`config.mk`:
```
export PLATFORM = sky130hd
export DESIGN_NAME = sd_multi_piece
export DESIGN_NICKNAME = d
export VERILOG_FILES = /design/src/rtl/sd_multi_piece.sv
export SDC_FILE = /design/constraint.sdc
export NUM_CORES = 1
export LEC_CHECK = 0
export CORE_UTILIZATION = 50
export DETAILED_ROUTE_END_ITERATION = 8
export PLACE_DENSITY = 0.8
export SETUP_SLACK_MARGIN = 0.2
export SLEW_MARGIN = 0
export SYNTH_ARGS = -nofsm -noshare
export SYNTH_HDL_FRONTEND = slang
export SYNTH_SLANG_ARGS = --single-unit
export TNS_END_PERCENT = 1
```
`constraint.sdc`:
```
create_clock -name clk -period 14.22 [get_ports clk]
set_input_delay 2.844 -clock clk [delete_from_list [all_inputs] [get_ports clk]]
set_output_delay 2.844 -clock clk [all_outputs]
set_load 0.01 [all_outputs]
```
`src/rtl/sd_multi_piece.sv`:
```
// Multi-piece 1st/2nd-order sigma-delta modulator with coefficient sequencer.
// Optional LFSR dither into stage 1 when SD_MULTI_DITHER_EN is defined.
module sd_multi_piece #(
  parameter int BITWIDTH = 40,
  parameter int NPIECE   = 4,
  parameter int SELW     = 2,
  parameter int HOLDW    = 16,
  parameter int FBSHIFT  = 16,
  parameter int RESETVAL = 0
) (
  input  logic                       clk,
  input  logic                       reset,
  input  logic                       enable,
  input  logic [NPIECE*BITWIDTH-1:0] kin,
  input  logic [SELW-1:0]            sel,
  input  logic                       auto,
  input  logic [SELW-1:0]            last_piece,
  input  logic [HOLDW-1:0]           hold_len,
  input  logic                       order2,
  input  logic                       sat_clr,
  output logic                       sd_out,
  output logic [SELW-1:0]            piece_idx,
  output logic                       sat_flag,
  output logic [BITWIDTH-1:0]        acc1_mon
);

  localparam logic [SELW-1:0] MAXI = SELW'(NPIECE - 1);
  localparam logic [BITWIDTH-1:0] ONE = BITWIDTH'(1);
  localparam logic [BITWIDTH-1:0] FBP = ONE << FBSHIFT;
  localparam logic [BITWIDTH-1:0] FBN = ~FBP + ONE;
  localparam logic [BITWIDTH-1:0] RV  = BITWIDTH'(RESETVAL);

  // MSB of the result flags a clamp; low bits are the clamped sum
  function automatic logic [BITWIDTH:0] sat_add(
    input logic [BITWIDTH-1:0] a,
    input logic [BITWIDTH-1:0] b
  );
    logic [BITWIDTH:0] s;
    s = {a[BITWIDTH-1], a} + {b[BITWIDTH-1], b};
    if (s[BITWIDTH] != s[BITWIDTH-1])
      return {1'b1, s[BITWIDTH], {(BITWIDTH-1){~s[BITWIDTH]}}};
    return {1'b0, s[BITWIDTH-1:0]};
  endfunction

  logic [BITWIDTH-1:0] k_arr [NPIECE];

  for (genvar i = 0; i < NPIECE; i++) begin : g_k
    assign k_arr[i] = kin[i*BITWIDTH +: BITWIDTH];
  end

  logic [BITWIDTH-1:0] acc1, acc2;
  logic [SELW-1:0]     idx, idx_n, sel_c, lim, cur;
  logic [HOLDW-1:0]    cnt, cnt_n, cur_cnt;
  logic                auto_q, start;

  assign sel_c   = (sel > MAXI) ? MAXI : sel;
  assign lim     = (last_piece > MAXI) ? MAXI : last_piece;
  assign start   = auto & ~auto_q;
  assign cur     = start ? sel_c : idx;
  assign cur_cnt = start ? '0 : cnt;

  always_ff @(posedge clk or posedge reset) begin
    if (reset) begin
      idx    <= '0;
      cnt    <= '0;
      auto_q <= 1'b0;
    end else begin
      idx    <= idx_n;
      cnt    <= cnt_n;
      auto_q <= auto;
    end
  end

  always_comb begin
    idx_n = cur;
    cnt_n = cur_cnt;
    if (!auto) begin
      idx_n = sel_c;
      cnt_n = '0;
    end else if (enable) begin
      if (cur_cnt == hold_len) begin
        cnt_n = '0;
        idx_n = (cur >= lim) ? '0 : cur + 1'b1;
      end else begin
        cnt_n = cur_cnt + 1'b1;
      end
    end
  end

  always_comb begin
    piece_idx = auto ? cur : sel_c;
    if (reset) piece_idx = '0;
  end

  logic [BITWIDTH-1:0] k, fb, acc1_n, acc2_n;
  logic [BITWIDTH:0]   r1, r2, r3, r4;
  logic                clip, sd_n;

  assign k  = k_arr[piece_idx];
  assign fb = sd_out ? FBN : FBP;
  assign r1 = sat_add(k, fb);
  assign r2 = sat_add(r1[BITWIDTH-1:0], acc1);

`ifdef SD_MULTI_DITHER_EN
  logic [15:0]         lfsr;
  logic [BITWIDTH-1:0] dith;
  logic [BITWIDTH:0]   rd;

  assign dith = {{(BITWIDTH-8){lfsr[7]}}, lfsr[7:0]};
  assign rd   = sat_add(r2[BITWIDTH-1:0], dith);

  always_ff @(posedge clk or posedge reset) begin
    if (reset)
      lfsr <= 16'hACE1;
    else if (enable)
      lfsr <= {lfsr[14:0], lfsr[15] ^ lfsr[13] ^ lfsr[12] ^ lfsr[10]};
  end

  assign acc1_n = rd[BITWIDTH-1:0];
  wire   clip1  = r1[BITWIDTH] | r2[BITWIDTH] | rd[BITWIDTH];
`else
  assign acc1_n = r2[BITWIDTH-1:0];
  wire   clip1  = r1[BITWIDTH] | r2[BITWIDTH];
`endif

  assign r3     = sat_add(acc1_n, fb);
  assign r4     = sat_add(r3[BITWIDTH-1:0], acc2);
  assign acc2_n = order2 ? r4[BITWIDTH-1:0] : RV;
  assign clip   = clip1 | (order2 & (r3[BITWIDTH] | r4[BITWIDTH]));
  assign sd_n   = order2 ? ~acc2_n[BITWIDTH-1] : ~acc1_n[BITWIDTH-1];

  always_ff @(posedge clk or posedge reset) begin
    if (reset) begin
      acc1     <= RV;
      acc2     <= RV;
      sd_out   <= 1'b0;
      sat_flag <= 1'b0;
    end else begin
      if (enable) begin
        acc1   <= acc1_n;
        acc2   <= acc2_n;
        sd_out <= sd_n;
      end
      // a clamp in the same cycle outranks a clear request
      if (enable && clip)
        sat_flag <= 1'b1;
      else if (sat_clr)
        sat_flag <= 1'b0;
    end
  end

  assign acc1_mon = acc1;

endmodule

```
==> results of run 1 <==
-- timing repair --
action | CTS
endpoints found under the setup margin | 42
buffers inserted | 102
gates resized for setup | 171
pin swaps | 99
gates cloned | 6
-- cell families after synthesis --
logic type                 after synthesis
DFF                                    101
AOI/OAI and AO/OA                      607
muxes                                   66
xor gates and xnor gates               126
adders and majority gates              161
buffers and inverters                  169
and+or+nand+nor                        390
-- metrics by stage --
step	worst slack, ps	TNS (ps)
after floorplan	-2503	-102780
after global placement	-1241	-50370
after detailed placement	-1830	-74000
after CTS	-285.1	-8716
-- routing by layer --
| layer | global-route usage [%] | overflow |
|---|---|---|
| met2 | 94.91 | 48 |
| met1 | 80.73 | 5 |
| met5 | 42.05 | 0 |
| met4 | 81.39 | 38 |
| met3 | 73.04 | 4 |
==> flow_summary.ini, run 1 <==
[floorplan]
dieHeight_um = 161.1
rows = 57
start_util_pct = 51.46
ios = 230
dieWidth_um = 161.1

[yosys]
synth_top_cell_area_share_pct = 19.96
synth_cells = 1620
yosys.area_share.simple_pct = 14.67
synth_top_family_by_area = compound AO/OA/AOI/OAI gates
yosysUniqueCellTypes = 74
synthAdderAreaFrac_pct = 15.67
ys_warn_count = 0
synth_xor_area_share_pct = 8.865
ys_ff_latch = 101
synth_compound_area_share_pct = 30.37
synth-edff-count = 0
synthMostInstantiatedCell = nor2_1
yosys_most_used_dff = dfrtp_1
synth_area_sq_um = 12660
synthTopCellsByCount = 164 x nor2_1, 162 x a21oi_1, 137 x o21ai_0, 133 x ha_1, 101 x dfrtp_1
muxShareOfSynthArea_pct = 5.396
synth-async-reset-ratio_pct = 100.0
ys_top_cells_by_area = dfrtp_1 20%, ha_1 13%, a21oi_1 6.4%
yosysSeqAreaShare_pct = 19.96
avgSynthCellArea_sq_um = 7.815
synth_top_area_cell = dfrtp_1
synth_nets = 1943

[grt]
track_usage_pct = 82.03
antenna_found_initial = 13
gr-total-overflow = 95
grt_max_degree = 79

[clocking]
clockBufferDepth = 2
cts_num_sinks = 101
htree_levels = 3
cts_buffers = 9
root_buffer = clkbuf_16
cts_hold_buf = 0

[timing]
grt_worst_setup_endpoint = acc2[38]$_DFFE_PP0P_/D
worst-ep-kind = register input

[run_status]
stop_stage = global routing
status = did not finish
error = [ERROR GRT-0232] Routing congestion too high. Check the congestion heatmap in the GUI.

[place]
placed_area_sq_um = 18450
routabilityCongestion = 0.9866
port-buffer-count = 229
place_hpwl_mm = 36.23
dp_cells = 2508
==> run 2: changes to the inputs <==
- CORE_UTILIZATION: 50 -> 40
- PLACE_DENSITY: 0.8 -> not set
- PLACE_DENSITY_LB_ADDON: not set -> 0.15
- SETUP_SLACK_MARGIN: 0.2 -> not set
- clock period: 14.22 -> 18.5 ns (I/O delays scaled with it)
==> run 2 against run 1 <==
Effect of this change: the flow now finishes, with violations (DRC); synthesized area did not move; synthesized cell count did not move.
==> flow_summary.ini, run 2 <==
[detailed_routing]
drt-vias-per-instance = 5.680
dr_wl_met2_mm = 19.00
wl_met1_mm = 18.88
via_count = 12670
wl_met3_mm = 1.685
antenna_left = 0
drt-wirelength-per-cell_um = 18.04
dr.first_iter.drc_count = 804
drt-total-wl_mm = 40.24
top_layer = met4
dr.pass1.iters = 9
drc = 20

[setup_path]
worstPathMaxFanout = 36
critPathSlowestCell = o21ai_0
critPathLaunchType = primary input
cp-endpoint = acc2[38]
critPathKind = in -> reg
rr_startpoint = auto_q
r2r_setup_slack_ps = 4190
critPathCaptureType = flip-flop
max_stage_delay_ps = 580
reg2reg_depth = 59
worstReg2RegEnd = acc2[38]
crit_required_ps = 18720
crit_start = auto
arrival_ps = 17870

[timing]
slew_violations = 0
clock_skew_ps = 18.33
min_period_ps = 17660
max_freq_mhz = 56.64
tightest_slew_ps = 1039
final_hold_viol_count = 0
min_period_over_period_pct = 95.44
setup_viol = 0
tns_ps = 0
slew_headroom_pct = 30.57

[grt]
grt_pass1_wl_mm = 62.75
antenna_found_initial = 0
grt_max_degree = 80
gr-total-overflow = 0
grt_pass1_vias = 11980
track_usage_pct = 23.82

[final_layout]
filler_cell_count = 2933
fin_util_pct = 52.06
fin_cells = 2231
syn_to_final_growth_pct = 26.77
fin_nets = 2153
multi_input_area_sq_um = 9659
final_layout_size_suffix_gt1_share_pct = 7.030
mostFrequentLayoutCells = 228 x clkdlybuf4s50_1, 163 x nor2_1, 158 x a21oi_1
antennaDiodeCount = 0
regArea_sq_um = 2529
final_area_sq_um = 16050
final_common_cell = clkdlybuf4s50_1

[yosys]
yosysSeqAreaShare_pct = 19.96
synth_area_sq_um = 12660
synthTopCellsByCount = 164 x nor2_1, 162 x a21oi_1, 137 x o21ai_0, 133 x ha_1, 101 x dfrtp_1
synth_nets = 1943
ys_warn_count = 0
synthMostInstantiatedCell = nor2_1
synth-async-reset-ratio_pct = 100.0
yosysUniqueCellTypes = 74
avgSynthCellArea_sq_um = 7.815
synth_cells = 1620
synth_top_area_cell = dfrtp_1
ys_ff_latch = 101
synth_top_cell_area_share_pct = 19.96
ys_top_cells_by_area = dfrtp_1 20%, ha_1 13%, a21oi_1 6.4%
synth-edff-count = 0
yosys_most_used_dff = dfrtp_1

[clocking]
clockBufferDepth = 2
cts_buffers = 9
cts_tree = done
clk_pin_slew_ps = 80
cts_hold_buf = 0
insertion_delay_ps = 370
cts_num_sinks = 101
htree_levels = 3
root_buffer = clkbuf_16

[place]
port-buffer-count = 229
place_hpwl_mm = 31.73
routabilityCongestion = 0.9379
dp_cells = 2209
placed_area_sq_um = 15580

[floorplan]
core_sq_um = 30830
ios = 230
dieWidth_um = 179.9
die_area_sq_um = 32370
dieHeight_um = 179.9
start_util_pct = 41.07
rows = 64

[run_status]
status = finished with violations
violations = DRC

[worst_hold_path]
hp-class = reg -> reg

[job]
maxCapViolations = 0
-- run 2: stage by stage --
step                setup slack, ps  hold slack (ps)
floorplan                    -1.922            510.6
finish                        844.5            538.4
detailed placement           -281.3            530.5
global placement              106.2            521.2
global route                 -40.32            561.2
CTS                           54.26            542.6
-- run 2: cell type report --
| cell class | count | area share, % |
|---|---|---|
| well taps | 396 | 3.087 |
| multi-input cells | 1350 | 60.18 |
| repair buffers | 276 | 16.88 |
| clock inverters | 6 | 0.4989 |
| inverters | 92 | 2.175 |
| flip-flops and latches | 101 | 15.75 |
| clock buffers | 10 | 1.427 |
-- run 2: per-layer routing --
layer | GRT usage (%) | vias to the layer above
met5 | 0 | -
met4 | 5.345 | 0
met3 | 3.201 | 38
met2 | 39.94 | 265
met1 | 32.36 | 5965
li1 | - | 6405
-- run 2: worst min-delay path by stage --
stage / depth (start not counted) / from / endpoint
6_report: 2 / acc2[36] / acc2[36]
5_1_grt: 2 / acc2[17] / acc2[17]
4_1_cts: 2 / acc2[20] / acc2[20]
3_5_place_dp: 2 / acc2[20] / acc2[20]
3_3_place_gp: 2 / acc2[24] / acc2[24]
2_1_floorplan: 2 / acc2[0] / acc2[0]
-- run 2: kinds of logic (layout without fill, tap and decap cells) --
group	count (synthesis)	in the layout	synth area share, %
compound gates	607	607	30.37
simple gates	390	390	14.67
buf+inv	169	384	5.070
fa+ha+maj	161	161	15.67
xor+xnor	126	126	8.865
flops	101	101	19.96
mux	66	66	5.396
-- run 2: repair_timing --
action	CTS	global route
gates resized for setup	0	28
endpoints found under the setup margin	0	42
buffers inserted	0	6
-- run 2: critical path, delay by kind of cell --
family	cells	cell delay [ps]
AO/OA/AOI/OAI	36	7960
XOR/XNOR	2	420
adder cells (fa/ha/maj)	5	1980
buffers and inverters	7	1640
AND/OR/NAND/NOR	10	2160
Power of run 2 is left out: the tool's default activity adds up to more than one toggle a clock period on the data nets, which glitch-free logic cannot reach.
